## src/rtl/sm_addsub_serial.sv

```systemverilog
// Bit-serial sign-magnitude adder/subtractor: r = a +/- b.
// Operands go through two's complement internally, are added LSB first, then converted back.
module sm_addsub_serial #(
  parameter int unsigned WIDTH = 4
) (
  input  logic             clk,
  input  logic             rst,
  input  logic             start,
  input  logic             m,
  input  logic             a_sign,
  input  logic [WIDTH-1:0] a_mag,
  input  logic             b_sign,
  input  logic [WIDTH-1:0] b_mag,
  output logic             busy,
  output logic             done,
  output logic             r_sign,
  output logic [WIDTH:0]   r_mag
);

  localparam int unsigned IW = WIDTH + 2;
  localparam int unsigned MW = WIDTH + 1;
  localparam int unsigned CW = $clog2(IW);

  typedef enum logic [2:0] {StIdle, StConv, StAdd, StFix, StDone} state_e;

  state_e          state_q;
  logic [IW-1:0]   a_q;
  logic [IW-1:0]   b_q;
  logic [IW-1:0]   sum_q;
  logic            c_q;
  logic [CW-1:0]   cnt_q;
  logic            neg_a_q;
  logic            neg_b_q;
  logic            busy_q;
  logic            done_q;
  logic            r_sign_q;
  logic [WIDTH:0]  r_mag_q;

  logic s_bit;
  logic c_nxt;

  always_comb begin
    s_bit = a_q[0] ^ b_q[0] ^ c_q;
    c_nxt = (a_q[0] & b_q[0]) | (a_q[0] & c_q) | (b_q[0] & c_q);
  end

  always_ff @(posedge clk) begin
    if (rst) begin
      state_q  <= StIdle;
      a_q      <= '0;
      b_q      <= '0;
      sum_q    <= '0;
      c_q      <= 1'b0;
      cnt_q    <= '0;
      neg_a_q  <= 1'b0;
      neg_b_q  <= 1'b0;
      busy_q   <= 1'b0;
      done_q   <= 1'b0;
      r_sign_q <= 1'b0;
      r_mag_q  <= '0;
    end else begin
      case (state_q)
        StIdle, StDone: begin
          done_q <= 1'b0;
          if (start) begin
            a_q     <= IW'(a_mag);
            b_q     <= IW'(b_mag);
            neg_a_q <= a_sign;
            // Subtraction folds into the sign of b.
            neg_b_q <= b_sign ^ m;
            busy_q  <= 1'b1;
            state_q <= StConv;
          end else begin
            busy_q  <= 1'b0;
            state_q <= StIdle;
          end
        end
        StConv: begin
          a_q     <= neg_a_q ? (~a_q + IW'(1)) : a_q;
          b_q     <= neg_b_q ? (~b_q + IW'(1)) : b_q;
          c_q     <= 1'b0;
          cnt_q   <= '0;
          state_q <= StAdd;
        end
        StAdd: begin
          a_q   <= a_q >> 1;
          b_q   <= b_q >> 1;
          c_q   <= c_nxt;
          sum_q <= {s_bit, sum_q[IW-1:1]};
          cnt_q <= cnt_q + CW'(1);
          if (cnt_q == CW'(IW - 1)) begin
            state_q <= StFix;
          end
        end
        StFix: begin
          // Low bits of -sum equal the negation of the low bits alone.
          if (sum_q[IW-1]) begin
            r_mag_q  <= ~sum_q[WIDTH:0] + MW'(1);
            r_sign_q <= 1'b1;
          end else begin
            r_mag_q  <= sum_q[WIDTH:0];
            r_sign_q <= 1'b0;
          end
          busy_q  <= 1'b0;
          done_q  <= 1'b1;
          state_q <= StDone;
        end
        default: begin
          busy_q  <= 1'b0;
          done_q  <= 1'b0;
          state_q <= StIdle;
        end
      endcase
    end
  end

  assign busy   = busy_q;
  assign done   = done_q;
  assign r_sign = r_sign_q;
  assign r_mag  = r_mag_q;

endmodule
```

## config.mk

```make
export PLATFORM = sky130hd
export DESIGN_NAME = sm_addsub_serial
export DESIGN_NICKNAME = d
export VERILOG_FILES = /design/src/rtl/sm_addsub_serial.sv
export SDC_FILE = /design/constraint.sdc
export NUM_CORES = 1
export LEC_CHECK = 0
export CAP_MARGIN = 5
export CORE_MARGIN = 2
export CORE_UTILIZATION = 55
export CTS_CLUSTER_DIAMETER = 100
export CTS_CLUSTER_SIZE = 12
export DETAILED_ROUTE_END_ITERATION = 12
export PLACE_DENSITY = 0.79
export SETUP_SLACK_MARGIN = 0.3
export SYNTH_ARGS = -nofsm -noshare
export SYNTH_HDL_FRONTEND = slang
export SYNTH_SLANG_ARGS = --single-unit
export TNS_END_PERCENT = 100
```

## constraint.sdc

```tcl
create_clock -name clk -period 2.1 [get_ports clk]
set_input_delay 0.42 -clock clk [delete_from_list [all_inputs] [get_ports clk]]
set_output_delay 0.42 -clock clk [all_outputs]
set_load 0.02 [all_outputs]
```

== Word level (Yosys, flattened, before mapping) ==
Cells that the tools add are included.
Widths: inputs -> output; s select.

* Register bits: 35
* Word-level logic and storage cells: 60
* Output and inout bits: 8

* Mux-type cells: 16
* Reductions and logical operators: 8
* Add/sub/neg operators: 4
* Bitwise operators: 11
* Equality and inequality tests: 9

{| class="wikitable"
|+ Operators with widths
! kind !! number
|-
| $pmux 6 s3 || 2
|-
| $mux 6 || 4
|-
| $add 6x1->6 const B || 2
|-
| $not 6->6 || 2
|-
| $pmux 3 s4 || 1
|-
| $ne 2x2->1 const B || 4
|-
| $eq 3x2->1 const B || 2
|-
| $eq 3x3->1 const B || 2
|-
| $pmux 1 s2 || 3
|-
| $pmux 3 s2 || 1
|-
| $reduce_and 3->1 || 2
|-
| $add 5x1->5 const B || 1
|-
| $mux 5 || 1
|-
| $not 5->5 || 1
|-
| $reduce_or 2->1 || 2
|-
| $add 3x1->3 const B || 1
|-
| $and 1x1->1 || 3
|-
| $eq 3x1->1 const B || 1
|-
| $logic_not 3->1 || 1
|-
| $mux 1 || 3
|-
| $mux 3 || 1
|-
| $reduce_bool 3->1 || 1
|-
| $xor 1x1->1 || 3
|-
| $or 1x1->1 || 2
|-
| other kinds (2) || 2
|}

== Depth between registers and ports, before layout ==
* Depth after elaboration: 4
* Mapped depth: 6
* Gate-level depth less buffers: 6

== Worst setup path after synthesis ==
No wires, ideal clock.

* Kind: reg2reg
* Start: register state_q[0]
* End: register b_q[4]
* Data arrival time: 1,412 ps
* Setup slack: 600 ps
* Stages on the path, launching flop included: 6
* Required time: 2,012 ps
* Period minus slack after synthesis: 1,500 ps
* Cell sequence: dfxtp_1 -> buf_6 -> or3b_4 -> a211oi_2 -> a21oi_1 -> o32ai_2

* Cells in the longest elaborated chain, start to end: 4
* Elaborated cells on any way between the ends: 10

{| class="wikitable"
|+ RTL lines
! what !! line !! RTL
|-
| start, declared || 26 || <nowiki>state_e state_q;</nowiki>
|-
| start signal, assigned || 49 || <nowiki>state_q <= StIdle;</nowiki>
|-
| start signal, assigned || 72 || <nowiki>state_q <= StConv;</nowiki>
|-
| start signal, assigned || 75 || <nowiki>state_q <= StIdle;</nowiki>
|-
| $eq 3x3->1 or $logic_not 3->1 (tied branches) || 62 || <nowiki>case (state_q)</nowiki>
|-
| $reduce_or 2->1 || 62 ||
|-
| $ne 2x2->1 (no source line) or $reduce_bool 3->1 (tied branches) || n/a ||
|-
| $reduce_and 3->1 (no source line) || n/a ||
|-
| end signal, assigned || 67 || <nowiki>b_q <= IW'(b_mag);</nowiki>
|-
| end signal, assigned || 80 || <nowiki>b_q <= neg_b_q ? (~b_q + IW'(1)) : b_q;</nowiki>
|-
| end signal, assigned || 87 || <nowiki>b_q <= b_q >> 1;</nowiki>
|-
| end, declared || 28 || <nowiki>logic [IW-1:0] b_q;</nowiki>
|}

Several ways; a longest one is shown, not always the timed one.
A chain may end at the register's enable or synchronous reset.

== Final worst setup path ==
* Start: register done_q, in the netlist done
* End: output done

{| class="wikitable"
|+ RTL lines
! what !! line !! RTL
|-
| start, declared || 35 || <nowiki>logic done_q;</nowiki>
|-
| start signal, assigned || 58 || <nowiki>done_q <= 1'b0;</nowiki>
|-
| start signal, assigned || 64 || <nowiki>done_q <= 1'b0;</nowiki>
|-
| start signal, assigned || 105 || <nowiki>done_q <= 1'b1;</nowiki>
|-
| end, declared || 15 || <nowiki>output logic done,</nowiki>
|}

No word-level cell between the ends.

==> impl_metrics.toml <==
[run_status]
status = "completed"

[placement]
port_buffers = 21
hpwl_um = 2990
post_dp_cell_area_mm2 = 0.00207
pre_cts_ws_ns = 0.141
place_congestion = 0.886

[clock_network]
clk_latency_ns = 0.35
cts_tree = "done"
clock-sinks = 35
cts_root_buf = "clkbuf_4"
ctsHoldBuffers = 0
clockBufferDepth = 2
cts_made_buffers = 5
path_clk_slew_ns = 0.12
cts.htree.levels = 2

[synth]
yosysMostFrequentCell = "dfxtp_1"
synth.yosys.warnings = 0
ys_seq_area_frac = 0.390
synth_area_leaders = "dfxtp_1 39%, nor2_1 5.2%, a21oi_1 5.0%, nand2_1 3.8%, o32ai_2 3.6%"
async_flop_share = 0
synth.top_cell.area_share = 0.390
synthDistinctLibCells = 41
synth_common_cells = "35 x dfxtp_1, 25 x nor2_1, 18 x a21oi_1, 18 x nand2_1"
synth_cells = 203
synth_top_flop_cell = "dfxtp_1"
synth_edf_count = 0
syn_area_mm2 = 0.00180
synth.ff_latch_count = 35
synthesis.nets = 223
yosysTopAreaCell = "dfxtp_1"
avgSynthCellArea_um2 = 8.86

[pwr]
peakVddDrop_uv = 372
p_leak_nw = 0.757
power_mw = 1.47
powerDensity_mw_per_mm2 = 683

[sta]
setup_viol = 0
period_needed_ns = 1.74
hold_violations = 0
fin_crit_sh = 0.826
rsz0062_at_grt = "yes"
slew-limit-headroom = 0.691
slew_violations = 0
finalClockSkew_ns = 0.00326
fin_setup_tns_ns = 0
max_freq_mhz = 576
worst_slew_pin_slew_ns = 0.463
layout_setup_ws_ns = 0.365

[route]
routedWlPerCell_um = 15.0
avgViaCountPerCell = 5.79
first_pass_iters = 4
totalWireLength_um = 4120
drc = 0
drtAntennaViolNets = 0
vias = 1593
drtIter0Drc = 102

[worst_setup_path]
required_ns = 1.68
start_kind = "flip-flop"
worstSetupPathType = "flip-flop to output port"
rrSetupSlack_ns = 0.44
crit_fanout = 2
cp_num_buf_inv = 1
cp-end-kind = "output port"
r2r_start = "state_q[2]"
slowest_delay_ns = 0.60
slowest_stage = "clkdlybuf4s50_1"
cp.arrival_ns = 1.32
critPathLaunch = "done"
cp_top_family = "buffers and inverters"
crit_chain = "clkdlybuf4s50_1"

[floorplan]
ios = 22
die_h_um = 61.2
initial_core_util = 0.584
design.die.area_mm2 = 0.00374
die_w_um = 61.2
coreArea_mm2 = 0.00308
rows = 20

[worst_hold_path]
holdCritStartpoint = "c_q"
hold_path.class = "flip-flop to flip-flop"

[global_routing]
grt_overflow = 0
antenna_found_initial = 0
grt_max_degree = 20
grt_pass1_wl_um = 6890
grt_use_total = 0.254
grt_pass1_vias = 1535

[cells_and_area]
area_growth_pct = 19.8
post-route-util = 0.700
nets = 250
diodes = 0
stdcell_area_mm2 = 0.00215
drive_gt1_frac = 0.143

[flow_run]
maxCapViolations = 0
==> final cells by class <==
class | instances | area [um2]
inverters | 9 | 33.8
flip-flops and latches | 35 | 702
repair buffers | 32 | 295
clock inverters | 3 | 23.8
clock buffers | 5 | 37.5
well taps | 44 | 55.1
fillers | 258 | 925
multi-input cells | 147 | 1010
==> through the flow <==
| step | std cells | hold slack (ns) |
|---|---|---|
| floorplan | 203 | 0.446 |
| global placement | 265 | 0.467 |
| detailed placement | 265 | 0.476 |
| CTS | 273 | 0.497 |
| global route | 275 | 0.536 |
| finish | 275 | 0.501 |
==> state kept, by name, summed over array words and instances, names as in the netlist <==
register and flops:
a_q 6, b_q 6, sum_q 6, r_mag 5
cnt_q 3, state_q 3, busy 1, c_q 1
done 1, neg_a_q 1, neg_b_q 1, r_sign 1
==> power breakdown <==
| part | internal [mW] | switching [mW] |
|---|---|---|
| clock network | 0.134 | 0.264 |
| logic | 0.156 | 0.172 |
| registers | 0.702 | 0.0423 |
==> path summary, 6_finish.rpt <==
check | endpoint | cells after the start
max | done | 1
max reg2reg | b_q[1] | 5
min reg2reg | c_q | 2
min | c_q | 2
==> layout by cell type, fill, tap and decap left out, drive strengths merged, types with 3 or more instances in the layout <==
cell type      count
a211oi            10
a21oi             18
a221oi             6
a22o               4
a31oi              3
buf               11
clkbuf             5
clkdlybuf4s50     20
dfxtp             35
ha                 5
inv               10
mux2i              4
nand2             18
nand2b             4
nor2              25
nor2b              6
nor3               7
nor3b              4
o32ai              4
or3                3
xnor2              5
==> metal layers <==
| metal | wire length, um | track usage | vias to the layer above |
|---|---|---|---|
| met5 | 0 | 0 | - |
| met4 | 102 | 0.118 | 0 |
| met3 | 273 | 0.0693 | 12 |
| met2 | 1980 | 0.406 | 54 |
| met1 | 1760 | 0.319 | 745 |
| li1 | - | - | 782 |
==> cells by family after synthesis <==
family	count (synthesis)	synth area share
compound gates	58	0.248
xor+xnor	7	0.0341
fa+ha+maj	6	0.0459
buf+inv	21	0.0522
flops	35	0.390
mux	4	0.0223
simple gates	72	0.207
==> repair_timing <==
| action | CTS | global route |
|---|---|---|
| buffers inserted | 0 | 2 |
| resized for setup | 0 | 3 |
| setup endpoints to repair | 0 | 5 |
Note: power is estimated with default switching activity, not from simulation.
